File: src/rtl/shift_left_seq16.sv
`default_nettype none
// ============================================================================
// Module      : shift_left_seq16
// Description : Iterative logical shift-left unit. Shifts A left by B places,
//               one place per clock, then raises a one-cycle done pulse with
//               the result, the last bit shifted out and a sticky
//               sign-change (arithmetic overflow) flag.
// Revision    : 1.0 - initial release
// ============================================================================
module shift_left_seq16 #(
  parameter int WIDTH = 16,
  parameter int SHW   = 4
) (
  input  logic             clk,
  input  logic             rst_n,
  input  logic             start,
  input  logic [WIDTH-1:0] A,
  input  logic [SHW-1:0]   B,
  output logic             busy,
  output logic             done,
  output logic [WIDTH-1:0] C,
  output logic             carry,
  output logic             overflow
);

  localparam logic [SHW-1:0] CNT_ONE  = SHW'(1);
  localparam logic [SHW-1:0] CNT_ZERO = '0;

  typedef enum logic [1:0] {
    S_IDLE  = 2'd0,
    S_SHIFT = 2'd1,
    S_DONE  = 2'd2
  } state_t;

  state_t         state;
  state_t         state_nxt;
  logic [SHW-1:0] count;

  // State register; an asynchronous reset aborts any operation in flight.
  always_ff @(posedge clk or negedge rst_n) begin
    if (!rst_n) begin
      state <= S_IDLE;
    end else begin
      state <= state_nxt;
    end
  end

  // Next-state decode and Moore outputs. A zero shift skips SHIFT entirely.
  always_comb begin
    state_nxt = state;
    busy      = 1'b0;
    done      = 1'b0;
    case (state)
      S_IDLE: begin
        if (start) begin
          state_nxt = (B != CNT_ZERO) ? S_SHIFT : S_DONE;
        end
      end
      S_SHIFT: begin
        busy = 1'b1;
        if (count == CNT_ONE) begin
          state_nxt = S_DONE;
        end
      end
      S_DONE: begin
        busy      = 1'b1;
        done      = 1'b1;
        state_nxt = S_IDLE;
      end
      default: begin
        state_nxt = S_IDLE;
      end
    endcase
  end

  // Datapath: load on an accepted start, shift one place per SHIFT cycle.
  // C, carry and overflow hold their values outside of those two cases.
  always_ff @(posedge clk or negedge rst_n) begin
    if (!rst_n) begin
      C        <= '0;
      count    <= '0;
      carry    <= 1'b0;
      overflow <= 1'b0;
    end else begin
      case (state)
        S_IDLE: begin
          if (start) begin
            C        <= A;
            count    <= B;
            carry    <= 1'b0;
            overflow <= 1'b0;
          end
        end
        S_SHIFT: begin
          C        <= {C[WIDTH-2:0], 1'b0};
          carry    <= C[WIDTH-1];
          overflow <= overflow | (C[WIDTH-1] ^ C[WIDTH-2]);
          count    <= count - CNT_ONE;
        end
        default: begin
          C <= C;
        end
      endcase
    end
  end

endmodule
`default_nettype wire

File: config.mk
export PLATFORM = sky130hd
export DESIGN_NAME = shift_left_seq16
export DESIGN_NICKNAME = d
export VERILOG_FILES = /design/src/rtl/shift_left_seq16.sv
export SDC_FILE = /design/constraint.sdc
export NUM_CORES = 1
export LEC_CHECK = 0
export BUFFER_PORTS_ARGS = -buffer_cell sky130_fd_sc_hd__buf_2
export CAP_MARGIN = 5
export CORE_MARGIN = 2
export CORE_UTILIZATION = 50
export CTS_CLUSTER_DIAMETER = 60
export DETAILED_ROUTE_END_ITERATION = 12
export PLACE_DENSITY = 0.79
export SYNTH_ARGS = -nofsm -noshare
export SYNTH_HDL_FRONTEND = slang
export SYNTH_SLANG_ARGS = --single-unit
export TNS_END_PERCENT = 5
File: constraint.sdc
create_clock -name clk -period 1.9 [get_ports clk]
set_input_delay 0.095 -clock clk [delete_from_list [all_inputs] [get_ports clk]]
set_output_delay 0.095 -clock clk [all_outputs]
set_load 0.01 [all_outputs]
Word-level counts from Yosys, hierarchy flattened
Index checks and enable logic that the tools add are counted.

operators by class
  $add $sub $neg = 1
  equality and inequality tests = 5
  reductions and logical operators = 6
  multiplexer cells = 13
  bitwise logic cells = 2

operators with widths
  cell                 count
  $pmux 16 s2          1
  $mux 16              1
  $pmux 4 s2           1
  $mux 2               3
  $eq 4x1->1 const B   1
  $mux 4               1
  $ne 2x2->1 const B   2
  $pmux 1 s2           2
  $pmux 2 s2           1
  $reduce_and 2->1     2
  $reduce_bool 4->1    1
  $sub 4x1->4 const B  1
  $mux 1               3
  $eq 2x1->1 const B   1
  $eq 2x2->1 const B   1
  $logic_not 2->1      1
  $reduce_bool 2->1    1
  $reduce_or 2->1      1
  $or 1x1->1           1
  $xor 1x1->1          1

storage, ports and cells
  word-level logic and storage cells = 32
  output and inout bits = 20
  flip-flop bits (word level) = 24

Longest topological paths before layout
Gate-level depths: netlist of run 1.

  depth in word-level cells = 4
  mapped depth = 7

Worst setup path after synthesis of run 1
Ideal clock, no wire load.

  path kind = reg2reg
  from = reg state[0]
  to = reg C[10]
  arrival = 1,294 ps
  setup slack = 480 ps
  data required time = 1,774 ps
  stages on the path, launching flop included = 7
  cells stage by stage = dfrtp_1 -> inv_1 -> ha_1 -> buf_6 -> mux2i_4 -> buf_4 -> o21ai_0

on the way
  longest elaborated chain between the ends = 3

ends and longest elaborated chain
  element                                                    RTL line  RTL
  start: declaration                                         35        state_t state;
  start signal: assignment                                   44        state <= state_nxt;
  $eq 2x1->1 or $logic_not 2->1 (tied branches)              85        case (state)
  $reduce_bool 2->1 (no line) or $ne 2x2->1 (tied branches)  --
  $reduce_and 2->1 (no line)                                 --
  end signal: assignment                                     95        C <= {C[WIDTH-2:0], 1'b0};
  end: declaration                                           21        output logic [WIDTH-1:0] C,

Several ways; a longest one is shown, not always the timed one.
A chain may end at the register's enable or synchronous reset.

Final worst setup path of run 1
  from = reg state[1]
  to = reg C[8]

The elaborated chain is that of the path after synthesis.

==> key figures, run 1 <==
Floorplan
  • DIE AREA: approximately 0.003 sq mm
  • Die Wd: between 50 and 60 microns
  • I/O pin count: 43
  • Chip height: ~55 microns
  • CORE AREA: about 0.0025 sq mm
  • Num rows: 18
  • Starting Density: 0.5300

Worst setup path
  • Critical Path Start Type: register
  • CP Data Required Time: 2.09 ns
  • Worst setup path startpoint: state[1]$_DFFE_PN0P_
  • Critical path cell sequence: inv_1 -> ha_1 -> buf_4 -> mux2i_1 -> o21ai_0
  • Crit-path max cell delay: 0.42 ns
  • Buf/Inv on CP: 2
  • R2r setup slk: 0.29 ns
  • CP max FO: 11
  • Critical path endpoint: C[8]$_DFFE_PN0P_
  • Worst path slowest cell: dfrtp_1
  • Crit path DAT: approximately 1.8 ns
  • CP endpoint kind: register
  • Stages on worst setup path: 5
  • CP delay by family, top: flip-flops
  • Crit Reg-Reg Endpoint: C[8]$_DFFE_PN0P_
  • Critical setup path kind: register to register
  • Path depth of the worst reg2reg path: 5
  • Critical R2R Launch: state[1]$_DFFE_PN0P_

Synthesis
  • Post-synth cell types: 30
  • Sequential-to-total area share from yosys stat: 0.4533
  • Netlist Area Pre-Place: between 0.001 and 0.0015 sq mm
  • Post-Syn Instances: between 100 and 150
  • Avg Cell Area, Syn: 10.27 sq um
  • Post-synth ARST share: 1.000
  • Syn_nets: ~160
  • Flops & latches, synth: 24
  • YS warnings: 0
  • Top_reg_cell synth: dfrtp_1
  • Post-synth EDFFs: 0

Layout
  • Util after Layout: 0.6446
  • Commonest non-fill, non-tap cell in the layout: buf_2
  • Area Overhead vs Synth: 21.62%
  • Post-Layout Cell Count: around 200
  • Share of post-route cells with drive strength above 1: 0.3256
  • Most frequent cells in the layout: buf_2 (42), dfrtp_1 (24), nand2_1 (19)
  • Final nets: ~200
  • # diodes: 0

Timing
  • Post-Route Setup TNS: 0 ns
  • Final Critical Period: around 1.6 ns
  • Clock Skew: ~0.0022 ns
  • Worst Tran Pin Value: ~0.55 ns
  • RSZ-0062 raised after global routing: false
  • Final period util: 0.8455
  • Final Hold Vio Count: 0
  • Max Clk Rate: just over 600 MHz
  • Max Slew Vio Count: 0
  • # setup viols final: 0
  • Rel. slew slack: 0.6362

Clock tree
  • CTS H-tree lvls: 1
  • Clk buf depth: 2
  • Sink Count: 24
  • CTS clk-pin slew, worst paths: roughly 0.13 ns
  • Clk root buf: clkbuf_4
  • Total setup buffers inserted after CTS: 0
  • Total CTS buffers: 3
  • CTS tree: yes
  • Clock latency on the worst-skew pair: ~0.3 ns

Drt
  • Final wirelength: 2.674 mm
  • Post-DR vias/cell: approximately 5.5
  • DR vias: between 1000 and 1500
  • Drt first pass iters: 4
  • Iteration-0 DRC Markers: 50
  • Routed length per instance: between 10 and 15 microns
  • DRC: 0
  • Antenna viol nets, final: 0

Min path
  • Hold path startpoint: A[5]
  • Hold/Removal Path Class: input port to register

Global route
  • Global-route wire length before repair: 4.754 mm
  • Vias in the first global route: between 1000 and 1500
  • Initial antenna violation count: 0
  • All-Layer GR Usage: 0.1907
  • GR Overflow Total: 0
  • Largest net degree at the start of global routing: 25

Placed design
  • GP Congestion: between 0.7 and 0.8
  • Placed Cells: between 150 and 200
  • DP Wirelength: slightly above 2 mm
  • Input/output buffers: 42

Pwr
  • Max rail drop VDD: slightly above 1000 uV
  • Pleak: 0.7942 nW
  • Power per cell area: about 1800 mW/mm^2

Run
  • Max Cap Viol: 0

Run status
  • Status: finished, final reports clean
-- state kept, by name, indices dropped and copies added, names as in the netlist --
| register | flops |
|---|---|
| C | 16 |
| count | 4 |
| state | 2 |
| carry | 1 |
| overflow | 1 |
-- layer usage --
| layer | share of wire | vias to the layer above | global-route usage | wire (microns) |
|---|---|---|---|---|
| li1 | - | 539 | - | - |
| met1 | 0.43 | 531 | 0.2511 | 1154 |
| met2 | 0.51 | 33 | 0.3282 | 1369 |
| met3 | 0.050 | 2 | 0.03279 | 134 |
| met4 | 0.0056 | 0 | 0.04181 | 15 |
| met5 | 0 | - | 0 | 0 |
-- worst min path at each step --
stage / cells past startpoint / slack, ns / endpoint
after detailed placement: 1 / 0.11 / state[1]$_DFFE_PN0P_
after global routing: 3 / 0.05 / C[1]$_DFFE_PN0P_
after CTS: 3 / 0.05 / C[2]$_DFFE_PN0P_
after global placement: 1 / 0.10 / state[0]$_DFFE_PN0P_
final: 3 / 0.06 / C[5]$_DFFE_PN0P_
after floorplan: 0 / -0.20 / C[0]$_DFFE_PN0P_
-- tightest hold or removal path: cells and delay by family --
kind	cells	cell delay, ns
muxes	1	0.05
buffers and inverters	1	0.08
AOI/OAI and AO/OA	1	0.11
-- report_power, final --
| group | total (mW) | internal, mW | switching, mW |
|---|---|---|---|
| Combinational | 1.51 | 0.713 | 0.796 |
| Sequential | 0.972 | 0.761 | 0.211 |
| Clock | 0.365 | 0.213 | 0.152 |
-- repair_timing --
item	CTS	global route
endpoints found under the hold margin	24	0
hold buffers	1	0
resized for setup	0	0
-- final cells by class --
class                           instances  area, sq um
Clock inverter                          1        30.03
Tap cell                               30        37.54
Sequential cell                        24        600.6
Multi-Input combinational cell         91        631.9
Fill cell                             201        888.4
Inverter                                5        18.77
Timing Repair Buffer                   48        270.3
Clock buffer                            3        22.52
-- stage by stage --
step	setup slack (ns)	cell area [sq um]	total power [mW]	hold slack, ns
2_1_floorplan	0.4799	1325	2.084	-0.2006
3_3_place_gp	0.3569	1549	2.429	0.1041
3_5_place_dp	0.2789	1549	2.501	0.1120
4_1_cts	0.2814	1612	2.873	0.05010
5_1_grt	0.1265	1612	3.107	0.05268
6_report	0.2935	1612	2.846	0.05671
-- kinds of logic (layout without fill, tap and decap cells) --
family | after synthesis | in the layout | synth area share
compound gates | 34 | 34 | 0.1511
simple gates | 31 | 31 | 0.1077
flops | 24 | 24 | 0.4533
mux | 20 | 20 | 0.1643
buf+inv | 14 | 57 | 0.06988
fa+ha+maj | 5 | 5 | 0.04721
xor+xnor | 1 | 1 | 0.006611
-- cells in the mapped netlist (2+ instances only) --
cell type	number	area [sq um]
dfrtp_1	24	600.6
nand2_1	19	71.32
mux2i_1	18	180.2
o21ai_0	18	90.09
ha_1	5	62.56
inv_1	5	18.77
a21oi_1	4	20.02
buf_4	4	30.03
buf_6	3	33.78
nor2_1	3	11.26
o22ai_1	3	18.77
buf_2	2	10.01
nor2b_1	2	12.51
o21ai_1	2	10.01
o41ai_1	2	17.52
No activity file was read; power rests on OpenSTA's default activity.
==> inputs of run 2 (changes only) <==
CORE_UTILIZATION = 45   (was 50)
PLACE_DENSITY = 0.75   (was 0.79)
clock period = 1.3 ns   (was 1.9 ns; I/O delays follow)
==> key figures, run 2 (synthesis gave the netlist of run 1 again) <==
Run status
  • Status: complete, but fails checks
  • Failing checks: negative hold slack, negative setup slack

Run
  • Max Cap Viol: 0 (unchanged)

Layout
  • Area Overhead vs Synth: 45.33%
  • # diodes: 0 (unchanged)
  • Share of post-route cells with drive strength above 1: 0.4815 (+0.1559)
  • Commonest non-fill, non-tap cell in the layout: buf_2
  • Post-Layout Cell Count: 220 (+8.9%)
  • Final Cell Area: 0.001926 sq mm (+19%)
  • Largest Register: C
  • Largest registers: C x16, count x4, state x2
  • Most frequent cells in the layout: buf_2 (41), dfrtp_1 (24), mux2i_1 (18)
  • Final nets: 218 (+8.5%)
  • Max reg flops: 16 (unchanged)

Clock tree
  • Total CTS buffers: 3 (unchanged)
  • CTS H-tree lvls: 1 (unchanged)
  • Clk root buf: clkbuf_4
  • Clock latency on the worst-skew pair: 0.34 ns (+0.04 ns)
  • Sink Count: 24 (unchanged)
  • CTS tree: yes
  • Clk buf depth: 2 (unchanged)
  • CTS clk-pin slew, worst paths: 0.15 ns (+0.02 ns)

Worst setup path
  • Critical Path Start Type: register
  • CP endpoint kind: register
  • Worst path slowest cell: dfrtp_1
  • Critical path cell sequence: inv_2 -> ha_1 -> or3b_4 -> a21oi_4 -> mux2i_1
  • R2r setup slk: -0.13 ns (-0.43 ns)
  • Crit path DAT: 1.70 ns (-0.09 ns)
  • CP max FO: 2 (-9)
  • Crit-path max cell delay: 0.42 ns (about the same)
  • Buf/Inv on CP: 1 (-1)
  • CP delay by family, top: flip-flops
  • Critical setup path kind: register to register
  • CP Data Required Time: 1.57 ns (-0.52 ns)

Timing
  • RSZ-0062 raised after global routing: true
  • Final hold slack: -0.01172 ns (-0.06843 ns)
  • Final Hold Vio Count: 2 (+2)
  • Final period util: 1.102 (+0.2564)
  • Clock Skew: 0.007292 ns (+0.005141 ns)
  • Final Critical Period: 1.433 ns (-0.1740 ns)
  • # setup viols final: 22 (+22)
  • Final worst slack: -0.1325 ns (-0.4260 ns)
  • Worst Tran Pin Value: 0.5455 ns (-0.0001477 ns)
  • Max Slew Vio Count: 0 (unchanged)
  • Max Clk Rate: 698.1 MHz (+12%)
  • Rel. slew slack: 0.6363 (about the same)

Pwr
  • Max rail drop VDD: 1866 uV (+82%)
  • Pleak: 0.9236 nW (+16%)
  • Power per cell area: 2787 mW/mm^2 (+58%)
  • Total Power: 5.367 mW (+89%)

Floorplan
  • Starting Density: 0.4764 (-0.05365)
  • Num rows: 19 (+1)
  • CORE AREA: 0.002781 sq mm (+11%)
  • Chip height: 58.27 microns (+5.0%)
  • I/O pin count: 43 (unchanged)
  • Die Wd: 58.27 microns (+5.0%)
  • DIE AREA: 0.003395 sq mm (+10%)

Drt
  • Antenna viol nets, final: 0 (unchanged)
  • Highest Signal Layer: met4
  • Iteration-0 DRC Markers: 43 (-14%)
  • Post-DR vias/cell: 5.364 (-1.9%)
  • Final wirelength: 3.377 mm (+26%)
  • Drt first pass iters: 4 (unchanged)
  • Met3 wire length: 171 microns (+28%)
  • DRC: 0 (unchanged)
  • DR vias: 1180 (+6.8%)
  • Detail Route met2 WL: 1.786 mm (+30%)
  • Wl on met1: 1.378 mm (+19%)
  • Routed length per instance: 15.35 microns (+16%)

Global route
  • Vias in the first global route: 1116 (+7.6%)
  • Global-route wire length before repair: 4.864 mm (+2.3%)
  • All-Layer GR Usage: 0.1859 (-0.004827)
  • GR Overflow Total: 0 (unchanged)
  • Initial antenna violation count: 0 (unchanged)
  • Largest net degree at the start of global routing: 25 (unchanged)

Placed design
  • Placed standard-cell area: 0.001638 sq mm (+5.7%)
  • GP Congestion: 0.7903 (+7.7%)
  • Input/output buffers: 42 (unchanged)
  • DP Wirelength: 2.201 mm (+7.8%)
  • Placed Cells: 208 (+5.6%)

Min path
  • Hold/Removal Path Class: input port to register
==> run 2: cell count changes in the layout (fill, tap and decap cells not counted), sizes merged <==
cell | before | now
buf | 47 | 60
clkbuf | 3 | 5
dlygate4sd3 | 1 | 3
==> run 2: path summary, 6_finish.rpt <==
check,from,endpoint,depth (start not counted)
min in group asynchronous,rst_n,count[3]$_DFFE_PN0P_,2
min reg2reg,C[1]$_DFFE_PN0P_,C[1]$_DFFE_PN0P_,2
min,A[7],C[7]$_DFFE_PN0P_,3
max in group asynchronous,rst_n,C[2]$_DFFE_PN0P_,2
max,count[1]$_DFFE_PN0P_,state[0]$_DFFE_PN0P_,5
max reg2reg,count[1]$_DFFE_PN0P_,state[0]$_DFFE_PN0P_,5
==> run 2: cell type report <==
cell class,count,area (sq um)
clock buffers,3,22.52
clock inverters,1,30.03
fillers,192,855.8
inverters,5,18.77
multi-input cells,91,735.7
flip-flops and latches,24,600.6
well taps,31,38.79
repair buffers,65,479.2
==> run 2: repair_timing <==
action	4_1_cts	5_1_grt
gates resized for setup	24	25
hold buffers	3	0
pin swaps	6	7
hold endpoints to repair	26	0
setup buffers	1	3
setup endpoints to repair	24	24
cloned	0	2
==> run 2: worst min-delay path, delay by kind of cell <==
| family | cells | cell delay (ns) |
|---|---|---|
| buffers and inverters | 1 | 0.07 |
| muxes | 1 | 0.05 |
| AOI/OAI and AO/OA | 1 | 0.11 |
==> run 2: report_power, final <==
part           internal (mW)  switching [mW]
Clock                  0.312           0.258
Combinational           1.79            1.58
Sequential              1.11           0.308
==> run 2: layer usage <==
layer  vias to the layer above  track usage
li1                        576            -
met1                       562       0.2183
met2                        37       0.3307
met3                         5      0.03571
met4                         0      0.07309
met5                         -            0
==> run 2: metrics by stage <==
stage / hold slack [ns] / util / TNS (ns) / worst slack (ns)
3_5_place_dp: 0.07867 / 0.5888 / -3.101 / -0.2196
5_1_grt: 0.01887 / 0.6923 / -3.278 / -0.1984
3_3_place_gp: 0.07732 / 0.5888 / -1.924 / -0.1428
2_1_floorplan: -0.2306 / - / -1.582 / -0.09795
4_1_cts: 0.003407 / 0.6469 / -0.9207 / -0.1353
6_report: -0.01172 / 0.6923 / -1.804 / -0.1325
==> inputs of run 3 (changes only) <==
GPL_ROUTABILITY_DRIVEN = 0   (was not set)
PLACE_DENSITY = 0.8   (was 0.75)
==> key figures, run 3 (synthesis gave the netlist of run 1 again) <==
Timing
  • Max Slew Vio Count: 0 (unchanged)
  • Final Critical Period: 1.487 ns (+0.05488 ns)
  • RSZ-0062 raised after global routing: true
  • Final hold slack: 0.01640 ns (+0.02812 ns)
  • Final Hold Vio Count: 0 (-2)
  • Final worst slack: -0.1874 ns (-0.05488 ns)
  • Max Clk Rate: 672.3 MHz (-3.7%)
  • # setup viols final: 23 (+4.5%)
  • Clock Skew: 0.006979 ns (-0.0003134 ns)
  • Worst Tran Pin Value: 0.5403 ns (-0.005232 ns)
  • Final period util: 1.144 (+0.04221)
  • Rel. slew slack: 0.6398 (+0.003488)

Run status
  • Status: complete, but fails checks
  • Failing checks: negative setup slack

Worst setup path
  • Crit-path max cell delay: 0.41 ns (about the same)
  • Critical path cell sequence: inv_2 -> ha_4 -> mux2i_4 -> buf_6 -> clkbuf_16 -> nand2_2 -> o21ai_1
  • Critical setup path kind: register to register
  • CP endpoint kind: register
  • Critical R2R Launch: state[1]$_DFFE_PN0P_
  • Critical Path Start Type: register
  • Crit path DAT: 1.74 ns (+0.04 ns)
  • Worst path slowest cell: dfrtp_1
  • Worst setup path startpoint: state[1]$_DFFE_PN0P_
  • CP Data Required Time: 1.55 ns (-0.02 ns)
  • Buf/Inv on CP: 3 (+2)
  • CP delay by family, top: buffers and inverters
  • CP max FO: 7 (+5)

Drt
  • Post-DR vias/cell: 5.438 (+1.4%)
  • DRC: 0 (unchanged)
  • Routed length per instance: 15.15 microns (-1.3%)
  • Final wirelength: 3.318 mm (-1.7%)
  • DR vias: 1191 (+0.93%)
  • Drt first pass iters: 6 (+2)
  • Antenna viol nets, final: 0 (unchanged)
  • Iteration-0 DRC Markers: 75 (+74%)

Global route
  • Largest net degree at the start of global routing: 25 (unchanged)
  • Initial antenna violation count: 0 (unchanged)
  • Global-route wire length before repair: 5.375 mm (+11%)
  • GR Overflow Total: 0 (unchanged)
  • All-Layer GR Usage: 0.2085 (+0.02269)
  • Vias in the first global route: 1208 (+8.2%)

Floorplan
  • DIE AREA: 0.003395 sq mm (unchanged)
  • Starting Density: 0.4764 (unchanged)
  • I/O pin count: 43 (unchanged)
  • Chip height: 58.27 microns (unchanged)
  • Die Wd: 58.27 microns (unchanged)
  • Num rows: 19 (unchanged)
  • CORE AREA: 0.002781 sq mm (unchanged)

Layout
  • Post-Layout Cell Count: 219 (-0.45%)
  • # diodes: 0 (unchanged)
  • Max reg flops: 16 (unchanged)
  • Largest Register: C
  • Commonest non-fill, non-tap cell in the layout: buf_2
  • Most frequent cells in the layout: buf_2 (40), dfrtp_1 (24), mux2i_1 (18)
  • Area Overhead vs Synth: 45.23% (about the same)
  • Largest registers: C x16, count x4, state x2
  • Share of post-route cells with drive strength above 1: 0.5106 (+0.02916)
  • Final nets: 217 (-0.46%)

Placed design
  • DP Wirelength: 2.183 mm (-0.85%)
  • Input/output buffers: 42 (unchanged)
  • Placed Cells: 207 (-0.48%)

Min path
  • Hold path startpoint: A[6]
  • Hold/Removal Path Class: input port to register

Pwr
  • Max rail drop VDD: 2315 uV (+24%)
  • Power per cell area: 2777 mW/mm^2 (-0.37%)
  • Pleak: 0.9152 nW (-0.92%)

Clock tree
  • Total CTS buffers: 3 (unchanged)
  • CTS clk-pin slew, worst paths: 0.13 ns (-0.02 ns)
  • CTS tree: yes
  • Sink Count: 24 (unchanged)
  • CTS H-tree lvls: 1 (unchanged)
  • Clk buf depth: 2 (unchanged)
  • Clock latency on the worst-skew pair: 0.32 ns (-0.02 ns)
  • Clk root buf: clkbuf_4

Run
  • Max Cap Viol: 0 (unchanged)
run 3: cell count changes in the layout (fill, tap and decap cells not counted), moves of 4 or more:
cell,change
o21ai_1,-7
o21ai_0,+6
nand2_1,-4
nand2_2,+4
run 3: layout make-up:
cell class	instances	area (sq um)
clock inverters	1	30.03
clock buffers	3	22.52
multi-input cells	91	755.7
flip-flops and latches	24	600.6
inverters	5	18.77
fillers	228	857.1
repair buffers	64	457.9
well taps	31	38.79
run 3: timing repair:
action | 4_1_cts | 5_1_grt
hold buffers | 2 | 0
resized for setup | 26 | 24
setup buffers | 5 | 0
pin swaps | 3 | 5
gates cloned | 1 | 1
hold endpoints to repair | 25 | 0
endpoints found under the setup margin | 24 | 24
run 3: tightest hold or removal path: stages:
cell and delay (ns):
buf_2 0.08, mux2i_1 0.05, o21ai_1 0.10
run 3: final timing paths:
| kind | cells after the start | slack, ns | endpoint |
|---|---|---|---|
| min in group asynchronous | 2 | 0.25 | C[10]$_DFFE_PN0P_ |
| hold / removal | 3 | 0.02 | C[6]$_DFFE_PN0P_ |
| setup reg to reg | 7 | -0.19 | C[3]$_DFFE_PN0P_ |
| max in group asynchronous | 2 | 0.69 | C[8]$_DFFE_PN0P_ |
| setup / recovery | 7 | -0.19 | C[3]$_DFFE_PN0P_ |
| hold reg to reg | 2 | 0.52 | C[5]$_DFFE_PN0P_ |
run 3: routing by layer:
metal  GRT usage  vias up  part of all wire
li1            -      569                 -
met1      0.2695      567              0.43
met2      0.3483       51              0.49
met3     0.02902        4             0.061
met4     0.08970        0             0.015
met5           0        -                 0
run 3: power by group:
group	internal (mW)	switching [mW]
Clock	0.312	0.224
Combinational	1.77	1.61
Sequential	1.11	0.316
run 3: metrics by stage:
step	setup WS (ns)	area (sq um)	total power, mW	TNS, ns	utilization
3_3_place_gp	-0.1776	1630	3.805	-3.086	0.5861
5_1_grt	-0.2388	1924	5.735	-4.281	0.6919
2_1_floorplan	-0.09795	1329	3.065	-1.582	-
3_5_place_dp	-0.2428	1630	3.950	-4.439	0.5861
4_1_cts	-0.1233	1847	5.059	-2.113	0.6640
6_report	-0.1874	1924	5.343	-2.647	0.6919
